<file path="config.mk">
export PLATFORM = sky130hd
export DESIGN_NAME = bnn_layer_engine
export DESIGN_NICKNAME = d
export VERILOG_FILES = /design/src/rtl/bnn_pkg.sv /design/src/rtl/bnn_popcount.sv /design/src/rtl/bnn_layer_engine.sv
export SDC_FILE = /design/constraint.sdc
export NUM_CORES = 1
export LEC_CHECK = 0
export CELL_PAD_IN_SITES_DETAIL_PLACEMENT = 0
export CELL_PAD_IN_SITES_GLOBAL_PLACEMENT = 1
export CORE_ASPECT_RATIO = 0.8
export CORE_MARGIN = 5
export CORE_UTILIZATION = 36
export CTS_BUF_LIST = sky130_fd_sc_hd__clkbuf_8
export DETAILED_ROUTE_END_ITERATION = 8
export PLACE_DENSITY_LB_ADDON = 0.1
export SETUP_SLACK_MARGIN = 0.3
export SYNTH_ARGS = -nofsm -noshare
export SYNTH_HDL_FRONTEND = slang
export SYNTH_HIERARCHICAL = 1
export SYNTH_SLANG_ARGS = --single-unit
export TNS_END_PERCENT = 10
</file>
<file path="constraint.sdc">
create_clock -name clk -period 1.8 [get_ports clk]
set_input_delay 0.54 -clock clk [delete_from_list [all_inputs] [get_ports clk]]
set_output_delay 0.54 -clock clk [all_outputs]
set_load 0.05 [all_outputs]
</file>
<file path="src/rtl/bnn_pkg.sv">
// bnn_pkg -- shared definitions for the binary neural network layer engine.
//
// Contents:
//   bnn_state_e : controller states (IDLE, FETCH, DRAIN, STORE, DONE)
//   words_f     : number of RAM words per neuron input vector (in_len / lanes)
//   acc_w_f     : width of an unsigned counter able to hold 0..n
//   idx_w_f     : width of an index counting 0..count-1 (at least 1 bit)
//
// The optional runtime threshold of the engine is enabled with the
// BNN_THRESHOLD_EN macro (see bnn_layer_engine.sv).

package bnn_pkg;

   typedef enum logic [2:0] {
      IDLE  = 3'd0,
      FETCH = 3'd1,
      DRAIN = 3'd2,
      STORE = 3'd3,
      DONE  = 3'd4
   } bnn_state_e;

   function automatic int words_f(input int in_len, input int lanes);
      return in_len / lanes;
   endfunction

   function automatic int acc_w_f(input int n);
      return $clog2(n + 1);
   endfunction

   function automatic int idx_w_f(input int count);
      return (count > 1) ? $clog2(count) : 1;
   endfunction

endpackage

</file>
<file path="src/rtl/bnn_popcount.sv">
// bnn_popcount -- combinational population count of a LANES-bit vector.
//
// Ports:
//   bits  in   LANES               vector to count
//   count out  acc_w_f(LANES)      number of ones in bits (0..LANES)

module bnn_popcount
   import bnn_pkg::*;
#(
   parameter int LANES = 8
) (
   input  logic [LANES-1:0]          bits,
   output logic [acc_w_f(LANES)-1:0] count
);

   localparam int CNT_W = acc_w_f(LANES);

   // Each lane widened to the full count width so the summing loop below
   // works on equally sized operands.
   logic [CNT_W-1:0] lane_cnt [LANES];

   for (genvar gi = 0; gi < LANES; gi++) begin : g_lane
      assign lane_cnt[gi] = CNT_W'(bits[gi]);
   end

   always_comb begin
      count = '0;
      for (int i = 0; i < LANES; i++) begin
         count = count + lane_cnt[i];
      end
   end

endmodule

</file>
<file path="src/rtl/bnn_layer_engine.sv">
// bnn_layer_engine -- computes one fully connected binary layer.
// For each neuron n the input vector (input RAM) is XNOR-ed with the
// neuron's weight vector (weight RAM, neuron-major) LANES bits at a time,
// matches are counted, and the activation (signed sum >= threshold) is
// written to the output RAM at address n.
//
// Ports:
//   clk, rst                 clock (rising edge), asynchronous active-high reset
//   start                    run request, accepted only in IDLE
//   busy                     high in FETCH, DRAIN, STORE
//   done                     one-cycle pulse after the last neuron is stored
//   in_rd_en/in_addr/in_data input RAM read port (1-cycle latency)
//   w_rd_en/w_addr/w_data    weight RAM read port (1-cycle latency)
//   out_we/out_addr/out_bit  activation write port
//   thr                      signed threshold, present only with BNN_THRESHOLD_EN;
//                            captured when start is accepted
//
// Macro BNN_THRESHOLD_EN: adds port thr; otherwise the threshold is 0.

module bnn_layer_engine
   import bnn_pkg::*;
#(
   parameter int IN_LEN     = 1024,
   parameter int NEURONS    = 64,
   parameter int LANES      = 8,
   parameter int I_ADDR_LEN = 10,
   parameter int W_ADDR_LEN = 17,
   parameter int O_ADDR_LEN = 10
) (
   input  logic                  clk,
   input  logic                  rst,
   input  logic                  start,
   output logic                  busy,
   output logic                  done,
   output logic                  in_rd_en,
   output logic [I_ADDR_LEN-1:0] in_addr,
   input  logic [LANES-1:0]      in_data,
   output logic                  w_rd_en,
   output logic [W_ADDR_LEN-1:0] w_addr,
   input  logic [LANES-1:0]      w_data,
   output logic                  out_we,
   output logic [O_ADDR_LEN-1:0] out_addr,
   output logic                  out_bit
`ifdef BNN_THRESHOLD_EN
   ,
   input  logic signed [acc_w_f(IN_LEN):0] thr
`endif
);

   localparam int WORDS = words_f(IN_LEN, LANES);
   localparam int ACC_W = acc_w_f(IN_LEN);
   localparam int PC_W  = acc_w_f(LANES);
   localparam int K_W   = idx_w_f(WORDS);
   localparam int N_W   = idx_w_f(NEURONS);

   localparam logic [K_W-1:0] K_LAST = K_W'(WORDS - 1);
   localparam logic [N_W-1:0] N_LAST = N_W'(NEURONS - 1);

   if ((IN_LEN % LANES) != 0) begin : g_bad_len
      $error("bnn_layer_engine: IN_LEN must be a multiple of LANES");
   end

   bnn_state_e            state_reg, state_next;
   logic [K_W-1:0]        k_reg, k_next;
   logic [N_W-1:0]        n_reg, n_next;
   // Weight address runs n*WORDS+k; since words are fetched in order across
   // neurons it is simply a running counter, no multiplier needed.
   logic [W_ADDR_LEN-1:0] w_ptr_reg, w_ptr_next;
   logic [ACC_W-1:0]      acc_reg;
   logic                  rd_pend_reg;   // a read was issued last cycle
   logic                  acc_clr;
   logic                  act_bit;

   logic [LANES-1:0]      match_bits;
   logic [PC_W-1:0]       match_cnt;

   assign match_bits = ~(in_data ^ w_data);

   bnn_popcount #(
      .LANES (LANES)
   ) u_popcount (
      .bits  (match_bits),
      .count (match_cnt)
   );

   // Activation decision on the completed match count.
`ifdef BNN_THRESHOLD_EN
   localparam logic signed [ACC_W+1:0] IN_LEN_S = (ACC_W+2)'(IN_LEN);

   logic signed [ACC_W:0]   thr_reg;
   logic signed [ACC_W+1:0] sum_s;
   logic signed [ACC_W+1:0] thr_ext;

   assign sum_s   = $signed({1'b0, acc_reg, 1'b0}) - IN_LEN_S;
   assign thr_ext = {thr_reg[ACC_W], thr_reg};
   assign act_bit = (sum_s >= thr_ext);

   always_ff @(posedge clk or posedge rst) begin
      if (rst) begin
         thr_reg <= '0;
      end else if ((state_reg == IDLE) && start) begin
         thr_reg <= thr;
      end
   end
`else
   localparam logic [ACC_W:0] IN_LEN_U = (ACC_W+1)'(IN_LEN);

   // 2*matches >= IN_LEN is the same as signed sum >= 0; ties give 1.
   assign act_bit = ({acc_reg, 1'b0} >= IN_LEN_U);
`endif

   always_ff @(posedge clk or posedge rst) begin
      if (rst) begin
         state_reg   <= IDLE;
         k_reg       <= '0;
         n_reg       <= '0;
         w_ptr_reg   <= '0;
         acc_reg     <= '0;
         rd_pend_reg <= 1'b0;
      end else begin
         state_reg   <= state_next;
         k_reg       <= k_next;
         n_reg       <= n_next;
         w_ptr_reg   <= w_ptr_next;
         rd_pend_reg <= (state_reg == FETCH);
         // RAM data arrives one cycle after the address, so accumulation
         // trails the fetch by one cycle and finishes in DRAIN.
         if (acc_clr) begin
            acc_reg <= '0;
         end else if (rd_pend_reg) begin
            acc_reg <= acc_reg + ACC_W'(match_cnt);
         end
      end
   end

   always_comb begin
      state_next = state_reg;
      k_next     = k_reg;
      n_next     = n_reg;
      w_ptr_next = w_ptr_reg;
      acc_clr    = 1'b0;
      busy       = 1'b0;
      done       = 1'b0;
      in_rd_en   = 1'b0;
      w_rd_en    = 1'b0;
      out_we     = 1'b0;
      out_bit    = 1'b0;
      in_addr    = '0;
      w_addr     = '0;
      out_addr   = '0;

      unique case (state_reg)
         IDLE: begin
            if (start) begin
               state_next = FETCH;
               k_next     = '0;
               n_next     = '0;
               w_ptr_next = '0;
               acc_clr    = 1'b1;
            end
         end
         FETCH: begin
            busy       = 1'b1;
            in_rd_en   = 1'b1;
            w_rd_en    = 1'b1;
            in_addr    = I_ADDR_LEN'(k_reg);
            w_addr     = w_ptr_reg;
            w_ptr_next = w_ptr_reg + W_ADDR_LEN'(1);
            if (k_reg == K_LAST) begin
               k_next     = '0;
               state_next = DRAIN;
            end else begin
               k_next = k_reg + K_W'(1);
            end
         end
         DRAIN: begin
            busy       = 1'b1;
            state_next = STORE;
         end
         STORE: begin
            busy     = 1'b1;
            out_we   = 1'b1;
            out_addr = O_ADDR_LEN'(n_reg);
            out_bit  = act_bit;
            acc_clr  = 1'b1;
            if (n_reg == N_LAST) begin
               state_next = DONE;
            end else begin
               n_next     = n_reg + N_W'(1);
               state_next = FETCH;
            end
         end
         DONE: begin
            done       = 1'b1;
            state_next = IDLE;
         end
         default: begin
            state_next = IDLE;
         end
      endcase
   end

endmodule

</file>
==> results of run 1 <==
[routing by layer]
layer	up-vias	routed length [µm]	global-route usage (%)
met4	0	51	3.08
met3	4	250	3.15
met1	1182	3380	21.0
met5	-	0	0
met2	40	3340	22.0
li1	1257	-	-
[critical path, stage by stage]
cell	delay [ns]
buf_6	0.09
xnor2_2	0.15
inv_2	0.05
fa_1	0.50
fa_1	0.54
fa_1	0.42
inv_2	0.08
ha_4	0.13
inv_2	0.03
fa_2	0.51
inv_2	0.06
fa_2	0.37
a21o_1	0.20
a21oi_4	0.19
buf_6	0.13
o31ai_2	0.06
a21oi_2	0.14
[cell families (layout without fill, tap and decap cells)]
| family | Yosys count | after routing | share of synthesized area [%] |
|---|---|---|---|
| AOI/OAI and AO/OA | 59 | 59 | 12.5 |
| xor gates and xnor gates | 13 | 13 | 3.94 |
| adders and majority gates | 15 | 15 | 7.80 |
| buffers and inverters | 42 | 123 | 7.72 |
| DFF | 45 | 45 | 39.0 |
| muxes | 11 | 11 | 3.81 |
| other | 1 | 7 | 0.130 |
| and+or+nand+nor | 131 | 131 | 25.1 |
[report_power, final]
part | switching, mW | internal (mW)
Combinational | 2.22 | 2.51
Sequential | 0.409 | 1.36
Clock | 0.349 | 0.264
Total | 2.98 | 4.13
[path summary, 6_finish.rpt]
check / from / endpoint / slack (ns) / cells after the start
setup / recovery: w_data[0] / acc_reg[10] / -2.18 / 17
hold / removal: w_ptr_reg[16] / w_ptr_reg[16] / 0.49 / 1
setup reg to reg: acc_reg[0] / acc_reg[10] / 0.07 / 7
hold reg to reg: w_ptr_reg[16] / w_ptr_reg[16] / 0.49 / 1
max in group asynchronous: rst / n_reg[3] / 0.98 / 3
min in group asynchronous: rst / acc_reg[1] / 0.57 / 3
[stage by stage]
stage | total power [mW] | setup WS (ns) | utilization (%) | cells | setup TNS (ns)
2_1_floorplan | 4.12 | -2.16 | - | 323 | -36.02
3_3_place_gp | 5.60 | -2.75 | 52.7 | 499 | -34.21
3_5_place_dp | 5.69 | -2.84 | 52.7 | 499 | -34.91
4_1_cts | 6.66 | -2.27 | 55.6 | 510 | -33.46
5_1_grt | 7.58 | -2.29 | 57.4 | 512 | -36.31
6_report | 7.11 | -2.18 | 57.4 | 512 | -32.17
[layout make-up]
type / count / area [µm²]
Sequential cell: 45 / 1130
Timing Repair Buffer: 92 / 1240
Clock inverter: 3 / 15.0
Inverter: 23 / 104
Multi-Input combinational cell: 236 / 1830
Tap cell: 108 / 135
Clock buffer: 5 / 68.8
Fill cell: 728 / 3350
[what timing repair did]
action / 4_1_cts / 5_1_grt
pin swaps: 48 / 31
gates cloned: 0 / 0
buffers inserted: 3 / 2
gates resized for setup: 72 / 32
hold buffers: 0 / 0
setup endpoints to repair: 77 / 77
[placed cells by master (no fill, tap or decap), drive strengths merged, types with 3 or more instances in the layout]
cell type and n:
buf 80, dfrtp 45, and2 30, nand2 26, inv 23, o21ai 23, nor2 21, nand3 16
clkdlybuf4s50 12, xnor2 12, a21oi 12, mux2i 11, and3 10, ha 10, nand4 9, conb 7
or3 6, clkbuf 5, o31ai 5, fa 5, o211ai 4, a22o 3, a211oi 3, nor3 3
==> results.sh, run 1 <==
export IMPL_outcome="finished, violations left"
export IMPL_failed_checks="negative setup slack"
export IMPL_cts_clk_slew_worst_paths_ns=0.09
export IMPL_finalHoldViolCount=0
export IMPL_hpwl_mm=5.02
export IMPL_period_minus_slack_ns=3.98
export IMPL_vias=2483
export IMPL_fin_crit_sh_pct=221
export IMPL_coreArea_um2=7870
export IMPL_viasPerCell=4.85
export IMPL_worstSetupStartpointType="primary input"
export IMPL_num_nets_final=437
export IMPL_path_max_fanout=4
export IMPL_ys_types=48
export IMPL_htree_levels=2
export IMPL_rsz0062_at_grt="true"
export IMPL_synth_edf_count=0
export IMPL_fp_dieH_um=90.1
export IMPL_report_final_slew_viol_count=0
export IMPL_track_usage_pct=14.5
export IMPL_grt_pass1_wl_mm=11.7
export IMPL_io_buffers=54
export IMPL_holdWs_ns=0.493
export IMPL_grt_pass1_vias=2486
export IMPL_die_x_um=110
export IMPL_cts_buffers=5
export IMPL_antenna_left=0
export IMPL_largest_register_ff_count=17
export IMPL_first_pass_iters=4
export IMPL_clock_fmax_mhz=251
export IMPL_hp_class="reg2reg"
export IMPL_syn_inst=317
export IMPL_synth_top_area_share_pct=39.0
export IMPL_insertion_delay_ns=0.30
export IMPL_drc=0
export IMPL_yosys_cell_count_top_type="dfrtp_1"
export IMPL_die_area_um2=9920
export IMPL_syn_avg_cell_area_um2=9.11
export IMPL_required_ns=2.03
export IMPL_yosysTopAreaCell="dfrtp_1"
export IMPL_total_leakage_power_nw=2.02
export IMPL_gp_congestion=0.777
export IMPL_diodes=0
export IMPL_path_class="in2reg"
export IMPL_cts_tree="yes"
export IMPL_root_buffer="clkbuf_8"
export IMPL_synth_yosys_seq_area_share_pct=39.0
export IMPL_placementRows=29
export IMPL_grt_overflow=0
export IMPL_ios=62
export IMPL_yosys_warnings=6
export IMPL_max_vdd_ir_drop_v=0.00109
export IMPL_setup_viol=45
export IMPL_synth_seq_cells=45
export IMPL_finClkSkew_ns=0.00743
export IMPL_drtIter0Drc=65
export IMPL_drt_wl_total_mm=7.02
export IMPL_clockBufferDepth=2
export IMPL_initial_core_util_pct=36.7
export IMPL_p_per_area_nw_per_um2=1570
export IMPL_crit_path_end_kind="flip-flop"
export IMPL_drv_cap=0
export IMPL_synthTopCellsByCount="dfrtp_1, and2_1, nand2_1"
export IMPL_synth_area_leaders="dfrtp_1, and2_1, ha_1"
export IMPL_placed_area_um2=4150
export IMPL_grt_max_degree=46
export IMPL_detail_route_wl_per_cell_um=13.7
export IMPL_syn_to_final_growth_pct=56.6
export IMPL_clock_sinks=45
export IMPL_fin_area_um2=4520
export IMPL_synthArstFlopShare_pct=100
export IMPL_critPathArrivalTime_ns=4.21
export IMPL_drive_gt1_share_pct=39.6
export IMPL_fin_ws_ns=-2.18
export IMPL_syn_area_um2=2890
export IMPL_antenna_found_initial=0
export IMPL_synth_flop_cell="dfrtp_1"
No activity file was read; power rests on OpenSTA's default activity.
==> run 2: changes to the inputs <==
--- a/config.mk
+++ b/config.mk
@@ -9,7 +9,7 @@
 export CELL_PAD_IN_SITES_GLOBAL_PLACEMENT = 1
 export CORE_ASPECT_RATIO = 0.8
 export CORE_MARGIN = 5
-export CORE_UTILIZATION = 36
+export CORE_UTILIZATION = 30
 export CTS_BUF_LIST = sky130_fd_sc_hd__clkbuf_8
 export DETAILED_ROUTE_END_ITERATION = 8
 export PLACE_DENSITY_LB_ADDON = 0.1
==> results.sh, run 2 (synthesis gave the netlist of run 1 again) <==
export IMPL_outcome="finished, violations left"
export IMPL_failed_checks="negative setup slack"
export IMPL_final_common_cell="dfrtp_1"
export IMPL_antenna_found_initial=0
export IMPL_drtIter0Drc=106
export IMPL_tns_ns=-32.34
export IMPL_period_minus_slack_ns=3.94
export IMPL_place_ws_ns=-2.79
export IMPL_setup_viol=46
export IMPL_critical_path_max_stage_delay_ns=0.55
export IMPL_hp_class="reg2reg"
export IMPL_rsz0062_at_grt="true"
export IMPL_first_pass_iters=4
export IMPL_sw_frac_of_total_pct=41.3
export IMPL_use_met1_pct=17.9
export IMPL_cts_buffers=5
export IMPL_drt_wl_total_mm=6.86
export IMPL_report_final_slew_viol_count=0
export IMPL_vias=2454
export IMPL_cts_tree="yes"
export IMPL_ios=62
export IMPL_largest_register_ff_count=17
export IMPL_root_buffer="clkbuf_8"
export IMPL_coreArea_um2=9530
export IMPL_path_class="in2reg"
export IMPL_grt_overflow=0
export IMPL_fin_area_um2=4460
export IMPL_diodes=0
export IMPL_max_vdd_ir_drop_v=0.000960
export IMPL_syn_to_final_growth_pct=54.5
export IMPL_cts_clk_slew_worst_paths_ns=0.09
export IMPL_fin_crit_sh_pct=219
export IMPL_num_nets_final=432
export IMPL_total_leakage_power_nw=2.00
export IMPL_grt_pass1_vias=2305
export IMPL_slowest_stage="fa_1"
export IMPL_placed_area_um2=4150
export IMPL_cp_cell_sequence="buf_6, xnor2_2, inv_2, fa_1, fa_1, fa_1, inv_2, ha_4, inv_2, fa_2, inv_2, ha_4, a211oi_4, o21ba_4, or3_4, a21oi_2"
export IMPL_drive_gt1_share_pct=37.3
export IMPL_drc=0
export IMPL_fin_ws_ns=-2.14
export IMPL_antenna_left=0
export IMPL_grt_max_degree=46
export IMPL_die_area_um2=11700
export IMPL_worstSetupStartpointType="primary input"
export IMPL_comb_power_share_pct=62.9
export IMPL_grt_pass1_wl_mm=11.4
export IMPL_p_per_area_nw_per_um2=1560
export IMPL_hpwl_mm=5.03
export IMPL_crit_path_end_kind="flip-flop"
export IMPL_gp_congestion=0.776
export IMPL_grt_use_met2_pct=17.1
export IMPL_placementRows=32
export IMPL_clock_fmax_mhz=254
export IMPL_finClkSkew_ns=0.0105
export IMPL_seq_power_share_pct=25.4
export IMPL_path_common_cell="inv_2"
export IMPL_p_int_mw=4.08
export IMPL_p_clk_share_pct=11.7
export IMPL_critical_path_top_delay_family="adder cells"
export IMPL_initial_core_util_pct=30.3
export IMPL_die_x_um=120
export IMPL_finalHoldViolCount=0
export IMPL_path_buf_inv=5
export IMPL_drv_cap=0
export IMPL_power_switching_mw=2.87
export IMPL_required_ns=2.04
export IMPL_fp_dieH_um=97.7
export IMPL_io_buffers=54
export IMPL_grt_busiest_layer="met1"
export IMPL_mostFrequentLayoutCells="dfrtp_1, buf_12, buf_4"
export IMPL_gr_usage_met3_pct=2.55
export IMPL_path_max_fanout=6
export IMPL_track_usage_pct=11.8
export IMPL_clock_sinks=45
export IMPL_detail_route_wl_per_cell_um=13.2
export IMPL_htree_levels=2
export IMPL_clockBufferDepth=2
export IMPL_critPathArrivalTime_ns=4.18
export IMPL_postCtsHoldBufs=0
export IMPL_viasPerCell=4.74
export IMPL_insertion_delay_ns=0.31
==> run 2: path summary, 6_finish.rpt <==
| kind | startpoint | endpoint | slack, ns | cells after the start |
|---|---|---|---|---|
| max | in_data[3] | acc_reg[7] | -2.14 | 16 |
| min | w_ptr_reg[16] | w_ptr_reg[16] | 0.49 | 1 |
| max in group asynchronous | rst | k_reg[2] | 1.00 | 3 |
| min reg2reg | w_ptr_reg[16] | w_ptr_reg[16] | 0.49 | 1 |
| max reg2reg | state_reg[2] | n_reg[3] | 0.08 | 7 |
| min in group asynchronous | rst | acc_reg[0] | 0.57 | 3 |
==> run 2: worst reg2reg max path, cell delays in order, from the launching register on <==
cell	delay, ns
dfrtp_1	0.39
buf_4	0.16
nand3b_1	0.23
inv_2	0.15
buf_4	0.14
nand4_1	0.11
or3_1	0.34
a21oi_2	0.13
==> run 2: power groups by stage <==
stage / clock (mW) / sequential [mW] / combinational [mW]
after global placement: 0 / 1.76 / 3.84
after detailed placement: 0 / 1.76 / 3.91
after global routing: 0.873 / 1.83 / 4.70
after floorplan: 0 / 1.65 / 2.46
final: 0.814 / 1.77 / 4.37
after CTS: 0.834 / 1.76 / 4.27
==> run 2: metal layers <==
layer  vias up  wire length (µm)  part of all wire (%)
li1       1248                 -                     -
met1      1165              3530                    52
met2        37              3050                    44
met3         4               217                   3.2
met4         0                60                  0.87
met5         -                 0                     0
==> run 2: cell type report <==
type                            instances  area (µm²)
Inverter                               23        98.8
Timing Repair Buffer                   87        1160
Multi-Input combinational cell        236        1810
Clock inverter                          2        33.8
Sequential cell                        45        1130
Clock buffer                            6        82.6
Fill cell                             924        5070
Tap cell                              119         149
==> run 2: repair_timing <==
item                                   4_1_cts  5_1_grt
resized for setup                           63       26
setup endpoints to repair                   77       77
pin swaps                                   39       23
endpoints found under the hold margin        0        0
setup buffers                                0        0
==> run 2: through the flow <==
step	utilization, %	power, mW	instances	hold WS (ns)
after floorplan	-	4.12	323	0.440
after global placement	43.6	5.60	510	0.478
after detailed placement	43.6	5.67	510	0.478
after CTS	45.8	6.86	518	0.502
after global routing	46.8	7.41	518	0.529
final	46.8	6.95	518	0.493
==> run 3: changes to the inputs <==
--- a/config.mk
+++ b/config.mk
@@ -5,6 +5,7 @@
 export SDC_FILE = /design/constraint.sdc
 export NUM_CORES = 1
 export LEC_CHECK = 0
+export ABC_AREA = 1
 export CELL_PAD_IN_SITES_DETAIL_PLACEMENT = 0
 export CELL_PAD_IN_SITES_GLOBAL_PLACEMENT = 1
 export CORE_ASPECT_RATIO = 0.8
@@ -13,7 +14,6 @@
 export CTS_BUF_LIST = sky130_fd_sc_hd__clkbuf_8
 export DETAILED_ROUTE_END_ITERATION = 8
 export PLACE_DENSITY_LB_ADDON = 0.1
-export SETUP_SLACK_MARGIN = 0.3
 export SYNTH_ARGS = -nofsm -noshare
 export SYNTH_HDL_FRONTEND = slang
 export SYNTH_HIERARCHICAL = 1
==> results.sh, run 3 <==
export IMPL_path_buf_inv=5
export IMPL_mostFrequentLayoutCells="nand2_1, inv_1, dfrtp_1"
export IMPL_period_minus_slack_ns=3.66
export IMPL_antenna_left=0
export IMPL_gr_usage_met3_pct=3.13
export IMPL_fin_ws_ns=-1.86
export IMPL_root_buffer="clkbuf_8"
export IMPL_critical_path_max_stage_delay_ns=0.53
export IMPL_ios=62
export IMPL_critical_path_top_delay_family="adder cells"
export IMPL_placed_area_um2=4350
export IMPL_synth_top_area_share_pct=35.5
export IMPL_synthTopCellsByCount="nand2_1, inv_1, nor2_1"
export IMPL_sw_frac_of_total_pct=39.8
export IMPL_track_usage_pct=12.5
export IMPL_multiInputGateArea_um2=1960
export IMPL_io_buffers=54
export IMPL_synth_edf_count=0
export IMPL_fp_dieH_um=102
export IMPL_cts_clk_slew_worst_paths_ns=0.10
export IMPL_yosys_cell_count_top_type="nand2_1"
export IMPL_antenna_found_initial=0
export IMPL_synthArstFlopShare_pct=100
export IMPL_yosys_warnings=6
export IMPL_finClkSkew_ns=0.00695
export IMPL_synth_yosys_seq_area_share_pct=35.5
export IMPL_drc=0
export IMPL_syn_avg_cell_area_um2=7.30
export IMPL_required_ns=2.05
export IMPL_synth_flop_cell="dfrtp_1"
export IMPL_rsz0062_at_grt="true"
export IMPL_final_util_pct=45.9
export IMPL_cts_tree="yes"
export IMPL_postCtsHoldBufs=0
export IMPL_vias=2834
export IMPL_fin_area_um2=4720
export IMPL_grt_busiest_layer="met1"
export IMPL_placementRows=33
export IMPL_worstSetupStartpointType="primary input"
export IMPL_synth_area_leaders="dfrtp_1, nand2_1, inv_1"
export IMPL_path_common_cell="inv_2"
export IMPL_cp_cell_sequence="buf_6, xnor2_2, inv_2, fa_1, fa_1, fa_1, inv_2, ha_4, inv_2, fa_2, inv_2, ha_4, nand2_4, nand2_4, nand3_4, nand2_4, nand2_2, nand2_1, nand2_1, nor2_1"
export IMPL_comb_power_share_pct=51.1
export IMPL_first_pass_iters=4
export IMPL_viasPerCell=4.38
export IMPL_gp_congestion=0.763
export IMPL_syn_to_final_growth_pct=49.0
export IMPL_p_int_mw=2.39
export IMPL_hpwl_mm=6.01
export IMPL_holdWs_ns=0.532
export IMPL_path_max_fanout=4
export IMPL_die_x_um=125
export IMPL_synth_seq_cells=45
export IMPL_p_clk_share_pct=17.2
export IMPL_setup_viol=47
export IMPL_path_class="in2reg"
export IMPL_total_leakage_power_nw=2.33
export IMPL_final_seq_area_um2=1130
export IMPL_failed_checks="negative setup slack"
export IMPL_slowest_stage="fa_1"
export IMPL_coreArea_um2=10300
export IMPL_grt_pass1_wl_mm=13.0
export IMPL_hp_class="reg2reg"
export IMPL_drtIter0Drc=118
export IMPL_seq_power_share_pct=31.7
export IMPL_largest_register_ff_count=17
export IMPL_clock_fmax_mhz=273
export IMPL_final_common_cell="nand2_1"
export IMPL_grt_max_degree=46
export IMPL_drt_wl_total_mm=7.97
export IMPL_syn_inst=434
export IMPL_fin_crit_sh_pct=203
export IMPL_drive_gt1_share_pct=32.5
export IMPL_ys_types=38
export IMPL_yosysTopAreaCell="dfrtp_1"
export IMPL_place_ws_ns=-2.64
export IMPL_crit_path_end_kind="flip-flop"
export IMPL_finalHoldViolCount=0
export IMPL_detail_route_wl_per_cell_um=12.3
export IMPL_use_met1_pct=18.6
export IMPL_die_area_um2=12700
export IMPL_grt_use_met2_pct=18.4
export IMPL_critPathArrivalTime_ns=3.91
export IMPL_diodes=0
export IMPL_htree_levels=2
export IMPL_p_per_area_nw_per_um2=841
export IMPL_clockBufferDepth=2
export IMPL_num_nets_final=540
export IMPL_max_vdd_ir_drop_v=0.000400
export IMPL_grt_pass1_vias=2654
export IMPL_initial_core_util_pct=30.8
export IMPL_clock_sinks=45
export IMPL_syn_area_um2=3170
export IMPL_cts_buffers=5
export IMPL_drv_cap=0
export IMPL_fillers=998
export IMPL_tns_ns=-25.73
export IMPL_grt_overflow=0
export IMPL_insertion_delay_ns=0.31
export IMPL_outcome="finished, violations left"
export IMPL_power_switching_mw=1.58
export IMPL_report_final_slew_viol_count=0
## run 3: cell type report
| type | count | area share (%) |
|---|---|---|
| Timing Repair Buffer | 75 | 22.6 |
| Tap cell | 140 | 3.71 |
| Multi-Input combinational cell | 300 | 41.4 |
| Sequential cell | 45 | 23.8 |
| Inverter | 79 | 6.52 |
| Clock buffer | 5 | 1.46 |
| Clock inverter | 3 | 0.450 |
## run 3: logic make-up (layout without fill, tap and decap cells)
family                     Yosys count  in the layout  share of synthesized area, %
adders and majority gates           15             15                          7.11
buffers and inverters               95            162                          13.2
xor gates and xnor gates            13             13                          3.59
DFF                                 45             45                          35.5
and+or+nand+nor                    222            222                          31.4
AOI/OAI and AO/OA                   43             43                          9.00
other                                1              7                         0.118
## run 3: timing repair
action | CTS | global route
pin swaps | 18 | 18
gates resized for setup | 71 | 31
cloned | 0 | 0
setup buffers | 1 | 0
setup endpoints to repair | 47 | 47
## run 3: final timing paths
| kind | cells after the start | slack, ns | to | start |
|---|---|---|---|---|
| setup / recovery | 20 | -1.86 | acc_reg[7] | w_data[3] |
| hold / removal | 2 | 0.53 | w_ptr_reg[15] | w_ptr_reg[15] |
| setup reg to reg | 8 | 0.12 | w_ptr_reg[5] | state_reg[2] |
| hold reg to reg | 2 | 0.53 | w_ptr_reg[15] | w_ptr_reg[15] |
| max in group asynchronous | 3 | 1.00 | w_ptr_reg[11] | rst |
| min in group asynchronous | 3 | 0.56 | n_reg[4] | rst |
## run 3: power groups by stage
stage	sequential [mW]	combinational, mW	clock, mW
floorplan	1.23	1.10	0
detailed placement	1.26	1.45	0
CTS	1.25	1.70	0.718
global route	1.27	2.28	0.750
global placement	1.26	1.45	0
finish	1.26	2.03	0.683
## run 3: per-layer routing
metal | vias to the layer above | share of wire [%] | wire length, µm
met2 | 44 | 44 | 3490
li1 | 1478 | - | -
met3 | 4 | 4.1 | 324
met1 | 1308 | 52 | 4110
met4 | 0 | 0.49 | 39
met5 | - | 0 | 0
## run 3: tightest hold or removal path, stage by stage, from the launching register on
cell and delay, ns:
dfrtp_1 0.37, nand2_1 0.06, nand3_1 0.07
## run 3: through the flow
stage	total power [mW]	cells
after floorplan	2.33	440
after CTS	3.66	647
after global placement	2.71	638
after global routing	4.30	647
final	3.97	647
after detailed placement	2.71	638
